--- src/rtl/cipher_out_fifo.sv ---
// cipher_out_fifo: ciphertext capture FIFO with first-word fall-through and a valid/ready drain.
// Optional feature macro CIPHER_CKSUM_EN builds a running XOR checksum of popped bytes.
module cipher_out_fifo #(
  parameter int DATA_W = 8,
  parameter int DEPTH  = 8,
  parameter int ADDR_W = 3
) (
  input  logic              clk,
  input  logic              reset,
  input  logic              wr_en,
  input  logic [DATA_W-1:0] wr_data,
  input  logic              flush,
  output logic              out_valid,
  input  logic              out_ready,
  output logic [DATA_W-1:0] out_data,
  output logic [ADDR_W:0]   count,
  output logic              full,
  output logic              empty,
  output logic              overflow,
  output logic [DATA_W-1:0] cksum
);

  localparam logic [ADDR_W:0]   FULL_CNT = (ADDR_W+1)'(DEPTH);
  localparam logic [ADDR_W:0]   CNT_ONE  = (ADDR_W+1)'(1);
  localparam logic [ADDR_W-1:0] PTR_ONE  = ADDR_W'(1);

  logic [DATA_W-1:0] mem_q [DEPTH];
  logic [ADDR_W-1:0] wr_ptr_q, wr_ptr_d;
  logic [ADDR_W-1:0] rd_ptr_q, rd_ptr_d;
  logic [ADDR_W:0]   count_q, count_d;
  logic              overflow_q, overflow_d;
  logic              push, pop, drop, clear;

  assign clear     = reset | flush;
  assign empty     = (count_q == '0);
  assign full      = (count_q == FULL_CNT);
  assign out_valid = !empty;
  assign out_data  = mem_q[rd_ptr_q];
  assign count     = count_q;
  assign overflow  = overflow_q;

  // A full FIFO still accepts a push when the head leaves in the same cycle.
  assign pop  = out_valid & out_ready;
  assign push = wr_en & (!full | pop);
  assign drop = wr_en & full & !pop;

  always_comb begin
    wr_ptr_d   = wr_ptr_q;
    rd_ptr_d   = rd_ptr_q;
    count_d    = count_q;
    overflow_d = overflow_q | drop;
    if (push) wr_ptr_d = wr_ptr_q + PTR_ONE;
    if (pop)  rd_ptr_d = rd_ptr_q + PTR_ONE;
    case ({push, pop})
      2'b10:   count_d = count_q + CNT_ONE;
      2'b01:   count_d = count_q - CNT_ONE;
      default: count_d = count_q;
    endcase
  end

  always_ff @(posedge clk) begin
    if (clear) begin
      wr_ptr_q   <= '0;
      rd_ptr_q   <= '0;
      count_q    <= '0;
      overflow_q <= 1'b0;
    end else begin
      wr_ptr_q   <= wr_ptr_d;
      rd_ptr_q   <= rd_ptr_d;
      count_q    <= count_d;
      overflow_q <= overflow_d;
    end
  end

  // Storage is never cleared; a flush or reset simply discards it via the pointers.
  always_ff @(posedge clk) begin
    if (push && !clear) mem_q[wr_ptr_q] <= wr_data;
  end

`ifdef CIPHER_CKSUM_EN
  logic [DATA_W-1:0] cksum_q, cksum_d;

  assign cksum_d = pop ? (cksum_q ^ out_data) : cksum_q;

  always_ff @(posedge clk) begin
    if (clear) cksum_q <= '0;
    else       cksum_q <= cksum_d;
  end

  assign cksum = cksum_q;
`else
  assign cksum = '0;
`endif

endmodule

--- config.mk ---
export PLATFORM = sky130hd
export DESIGN_NAME = cipher_out_fifo
export DESIGN_NICKNAME = d
export VERILOG_FILES = /design/src/rtl/cipher_out_fifo.sv
export SDC_FILE = /design/constraint.sdc
export NUM_CORES = 1
export LEC_CHECK = 0
export ABC_CLOCK_PERIOD_IN_PS = 3600
export CORE_ASPECT_RATIO = 1.75
export CORE_UTILIZATION = 60
export DETAILED_ROUTE_END_ITERATION = 12
export HOLD_SLACK_MARGIN = 0.08
export PLACE_DENSITY = 0.82
export SLEW_MARGIN = 10
export SYNTH_ARGS = -nofsm -noshare
export SYNTH_HDL_FRONTEND = slang
export SYNTH_SLANG_ARGS = --single-unit
export TNS_END_PERCENT = 20
--- constraint.sdc ---
create_clock -name clk -period 3.6 [get_ports clk]
set_input_delay 0.36 -clock clk [delete_from_list [all_inputs] [get_ports clk]]
set_output_delay 0.36 -clock clk [all_outputs]
set_load 0.05 [all_outputs]
* After elaboration in Yosys (flattened, before gate mapping)
Memory sizes are Yosys's and may differ from the RTL's. A register that Yosys moved wholly into a read port is not among the register bits.
Index checks and enable logic that the tools add are counted.
Widths: inputs -> output; s select.
** Storage, ports and cells
- Input port bits :: 13
- Register bits after elaboration :: 11
- Memory bits (writable) :: 64
- Memories :: 1
** Memories
- mem_q :: words 8, width 8, read ports 1, clocked after memory_dff 1, wr ports 1, line 27 : logic [DATA_W-1:0] mem_q [DEPTH];
** Operators by class
- Muxes and demuxes :: 5
- Reduce and logical (&&, ||, !) cells :: 7
- Equal/unequal tests :: 3
- Bitwise gates (word level) :: 7
- Add/sub/neg operators :: 4
** Operators with widths (count)
- $pmux 4 s2 :: 1
- $add 3x1->3 const B :: 2
- $mux 3 :: 2
- $add 4x1->4 const B :: 1
- $and 1x1->1 :: 4
- $eq 4x4->1 const B :: 1
- $logic_not 1->1 :: 4
- $logic_not 4->1 :: 1
- $sub 4x1->4 const B :: 1
- $or 1x1->1 :: 3
- $eq 2x1->1 const B :: 1
- $eq 2x2->1 const B :: 1
- $mux 1 :: 2
- $reduce_bool 2->1 :: 1
- $logic_and 1x1->1 :: 1

* Longest topological paths before layout
- Depth after elaboration :: 8
- Depth in mapped cells :: 9
- Gate-level depth less buffers :: 7

* Worst setup path before layout
Ideal clock, no wire load.
- Path type :: register to register
- From :: register count_q[1] (netlist: count[1])
- To :: register count_q[2] (netlist: count[2])
- Setup time :: 0.139 ns
- Cell stages (with the launch flop) :: 10
- Slack :: 1.051 ns
- Data arrival time :: 2.410 ns
- Cells stage by stage :: dfxtp_1 > buf_6 > or4_1 > buf_2 > nand2_1 > xnor2_1 > ha_1 > o2111a_1 > a311oi_1 > o221ai_1
** On the way
- Word-level cells in the longest chain between the ends :: 7
- Elaborated cells on any way between the ends :: 13
** Ends and longest elaborated chain
- start, declared :: line 30 : logic [ADDR_W:0] count_q, count_d;
- start signal, assigned :: line 70 : count_q <= count_d;
- $logic_not 4->1 (*) :: line 35 : assign empty = (count_q == '0);
- $logic_not 1->1 (*) :: line 37 : assign out_valid = !empty;
- via out_valid :: line 13 : output logic out_valid,
- $and 1x1->1 (*) :: line 43 : assign pop = out_valid & out_ready;
- $or 1x1->1 :: line 44 : assign push = wr_en & (!full | pop);
- $and 1x1->1 :: line 44
- $eq 2x1->1 / $eq 2x2->1 (equally long branches) :: line 54 : case ({push, pop})
- $pmux 4 s2 / $reduce_bool 2->1 (equally long branches)
The timed path passes the listed nets; every way through them passes the cells marked *.
A chain may end at the register's enable or synchronous reset.

==> reports/metrics.cfg <==
[pwr]
power.switching_uw = 392
p_per_area_mw_per_mm2 = 467
pwr-share-clk = 0.350
internal_power_uw = 1350
comb_power_share = 0.084
p_leak_uw = 0.00124
vdd.ir_drop.worst_mv = 0.283
switching_share = 0.224
pwr-share-seq = 0.566
total_power_uw = 1750

[yosys]
synth_top_family_by_area = multiplexers
synth.distinct_cells = 44
synth_seq_area_share = 0.676
ys_warn_count = 0
synthFlopType = edfxtp_1
synth-async-reset-ratio = 0
ys_ff_latch = 78
synth_compound_area_frac = 0.0388
synth_area_mm2 = 0.00326
synth_xor_area_frac = 0.0188
synthMuxAreaShare = 0.145
synth_edf_count = 64
syn_avg_cell_area_um2 = 16.6
syn_inst = 196
yosys.area_share.simple = 0.0668
synthAdderAreaFrac = 0.0115

[clocking]
clock-sinks = 78
ctsHoldBuffers = 0
clock-root-buffer = clkbuf_8
htreeDepth = 3
post_cts_buffers = 0
cts_buffer_depth = 2
cts_resized = 0
numCtsBuffers = 9
cts_tree = yes
insertion_delay_ns = 0.34
clk_pin_slew_ns = 0.07

[global_route]
grt_pass1_wl_mm = 8.93
grtUsageTotal = 0.223
antenna_found_initial = 0
grt_overflow = 0
grt_max_degree = 17
grt_pass1_vias = 1798

[floorplanning]
io_pins = 37
initial_utilization = 0.620
core_area_mm2 = 0.00526
fp-row-count = 35
die_y_um = 99.5
die-width_um = 57.7
dieArea_mm2 = 0.00574

[placed_design]
dp_slack_ns = 0.890
dp_hpwl_mm = 4.04
gp_congestion = 0.783
io_buffer_count = 28

[finish]
fin_nets = 244
area.growth.synth_to_final_pct = 14.9
n_fill_cell = 349
diodes = 0
drive_gt1_frac = 0.210

[setup_path]
rr_startpoint = count[1]
critPathSlowestCell = dfxtp_1
worst_ep_required_time_ns = 3.24
worstPathCellList = mux4_2 -> mux2_2 -> clkdlybuf4s50_1
start_kind = register
worst-path-max-fanout = 16
endpoint_kind = output pin
worstPathArrival_ns = 2.61
slowest_delay_ns = 0.85
r2r_slack_ns = 1.18
r2r-end = count[2]
worstRegToRegCells = 7
worstSetupPathType = register to output pin

[run_status]
violations = DRC
status = complete, but fails checks

[drt]
vias_per_cell = 6.01
drc = 3
drt_wl_total_mm = 5.78
first_iter_violations = 70
vias = 1730
wl_per_cell_um = 20.1
drt-pass1-iter-count = 8
ant_nets = 0

[timing]
timing.final.crit_share = 0.826
rsz0062_at_grt = no
relSlewSlack = 0.374
fmax_mhz = 336
setup_slack_ns = 0.628
skew_ns = 0.00725
tightest_slew_ns = 0.935
timing.setup.tns_ns = 0
setup_viol = 0
min_period_ns = 2.97
finalHoldViolCount = 0
drv_slew = 0

[job]
drv_cap = 0

[hold_path]
min-delay-path-class = register to register
min_to = overflow
hp-start = overflow
min_path_cells = 2

[kinds of logic (layout without fill, tap and decap cells)]
logic type	after synthesis	after routing
other	1	8
AO/OA/AOI/OAI	15	15
flip-flops	78	78
AND/OR/NAND/NOR	43	43
adder cells (fa/ha/maj)	3	3
multiplexers	26	26
buffers and inverters	23	53
XOR/XNOR	7	7
[power by group through the flow]
stage	Sequential, uW	Clock (uW)	Combinational [uW]
global route	988	656	156
finish	988	611	147
detailed placement	1010	0	147
CTS	988	627	148
global placement	1010	0	142
floorplan	1010	0	103
[per-layer routing]
metal  GRT usage  share of wire
met2       0.403           0.57
met1       0.234           0.36
met3      0.0520          0.038
met5           0              0
met4       0.119          0.032
[through the flow]
step           hold WS (ns)  area, um2   util  instances
3_3_place_gp          0.471       3550  0.676        272
4_1_cts               0.490       3740  0.712        288
2_1_floorplan         0.454       3280      -        203
3_5_place_dp          0.464       3550  0.676        272
6_report              0.488       3740  0.712        288
5_1_grt               0.532       3740  0.712        288
[Yosys cell counts, drive strengths merged, types with 2 or more instances]
master | n | area, um2
dfxtp | 14 | 280
xnor2 | 3 | 26.3
or4 | 2 | 15.0
ha | 3 | 37.5
xor2 | 4 | 35.0
edfxtp | 64 | 1920
o21ai | 2 | 13.8
nor3 | 3 | 15.0
buf | 18 | 116
nand2b | 2 | 12.5
a311oi | 2 | 17.5
mux2 | 9 | 101
nand2 | 8 | 32.5
clkbuf | 2 | 8.75
mux4 | 16 | 360
a211oi | 2 | 20.0
nor2 | 16 | 60.1
nand3 | 4 | 20.0
nor3b | 2 | 15.0
inv | 3 | 11.3
[how the worst max path moves through the flow]
stage                        to  cells past startpoint
finish              out_data[7]                      3
global route        out_data[7]                      3
CTS                 out_data[7]                      3
detailed placement     count[2]                      8
global placement       count[2]                      8
floorplan              count[2]                      9
[critical path, delay by kind of cell, from the launching register on]
kind | cells | cell delay [ns]
buffers and inverters | 1 | 0.71
DFF | 1 | 0.85
muxes | 2 | 0.70
[state kept, by name, summed over array words and instances (netlist names), named ones only]
name and cells:
wr_ptr_q 3, count 4, mem_q 64, rd_ptr_q 3, overflow 1
[cell usage in the layout, fill, tap and decap left out, types with 2 or more instances in the layout]
| cell type | instances |
|---|---|
| conb_1 | 8 |
| clkdlybuf4s50_1 | 28 |
| ha_1 | 3 |
| xnor2_1 | 3 |
| buf_4 | 6 |
| inv_1 | 3 |
| mux4_2 | 16 |
| or4_1 | 2 |
| edfxtp_1 | 64 |
| nor3b_1 | 2 |
| mux2_2 | 9 |
| clkinvlp_4 | 2 |
| nand3_1 | 4 |
| nand2b_1 | 2 |
| xor2_1 | 4 |
| nor2_1 | 16 |
| clkbuf_8 | 9 |
| dfxtp_1 | 14 |
| nand2_1 | 7 |
| clkbuf_1 | 2 |
| nor3_1 | 3 |
| a311oi_1 | 2 |
[cell type report]
| cell class | instances | area, um2 | area share |
|---|---|---|---|
| Inverter | 3 | 11.3 | 0.00301 |
| Clock buffer | 11 | 131 | 0.0351 |
| Multi-Input combinational cell | 102 | 945 | 0.252 |
| Timing Repair Buffer | 34 | 325 | 0.0869 |
| Tap cell | 55 | 68.8 | 0.0184 |
| Sequential cell | 78 | 2200 | 0.588 |
| Clock inverter | 5 | 58.8 | 0.0157 |
(Power assumes the default switching activity.)
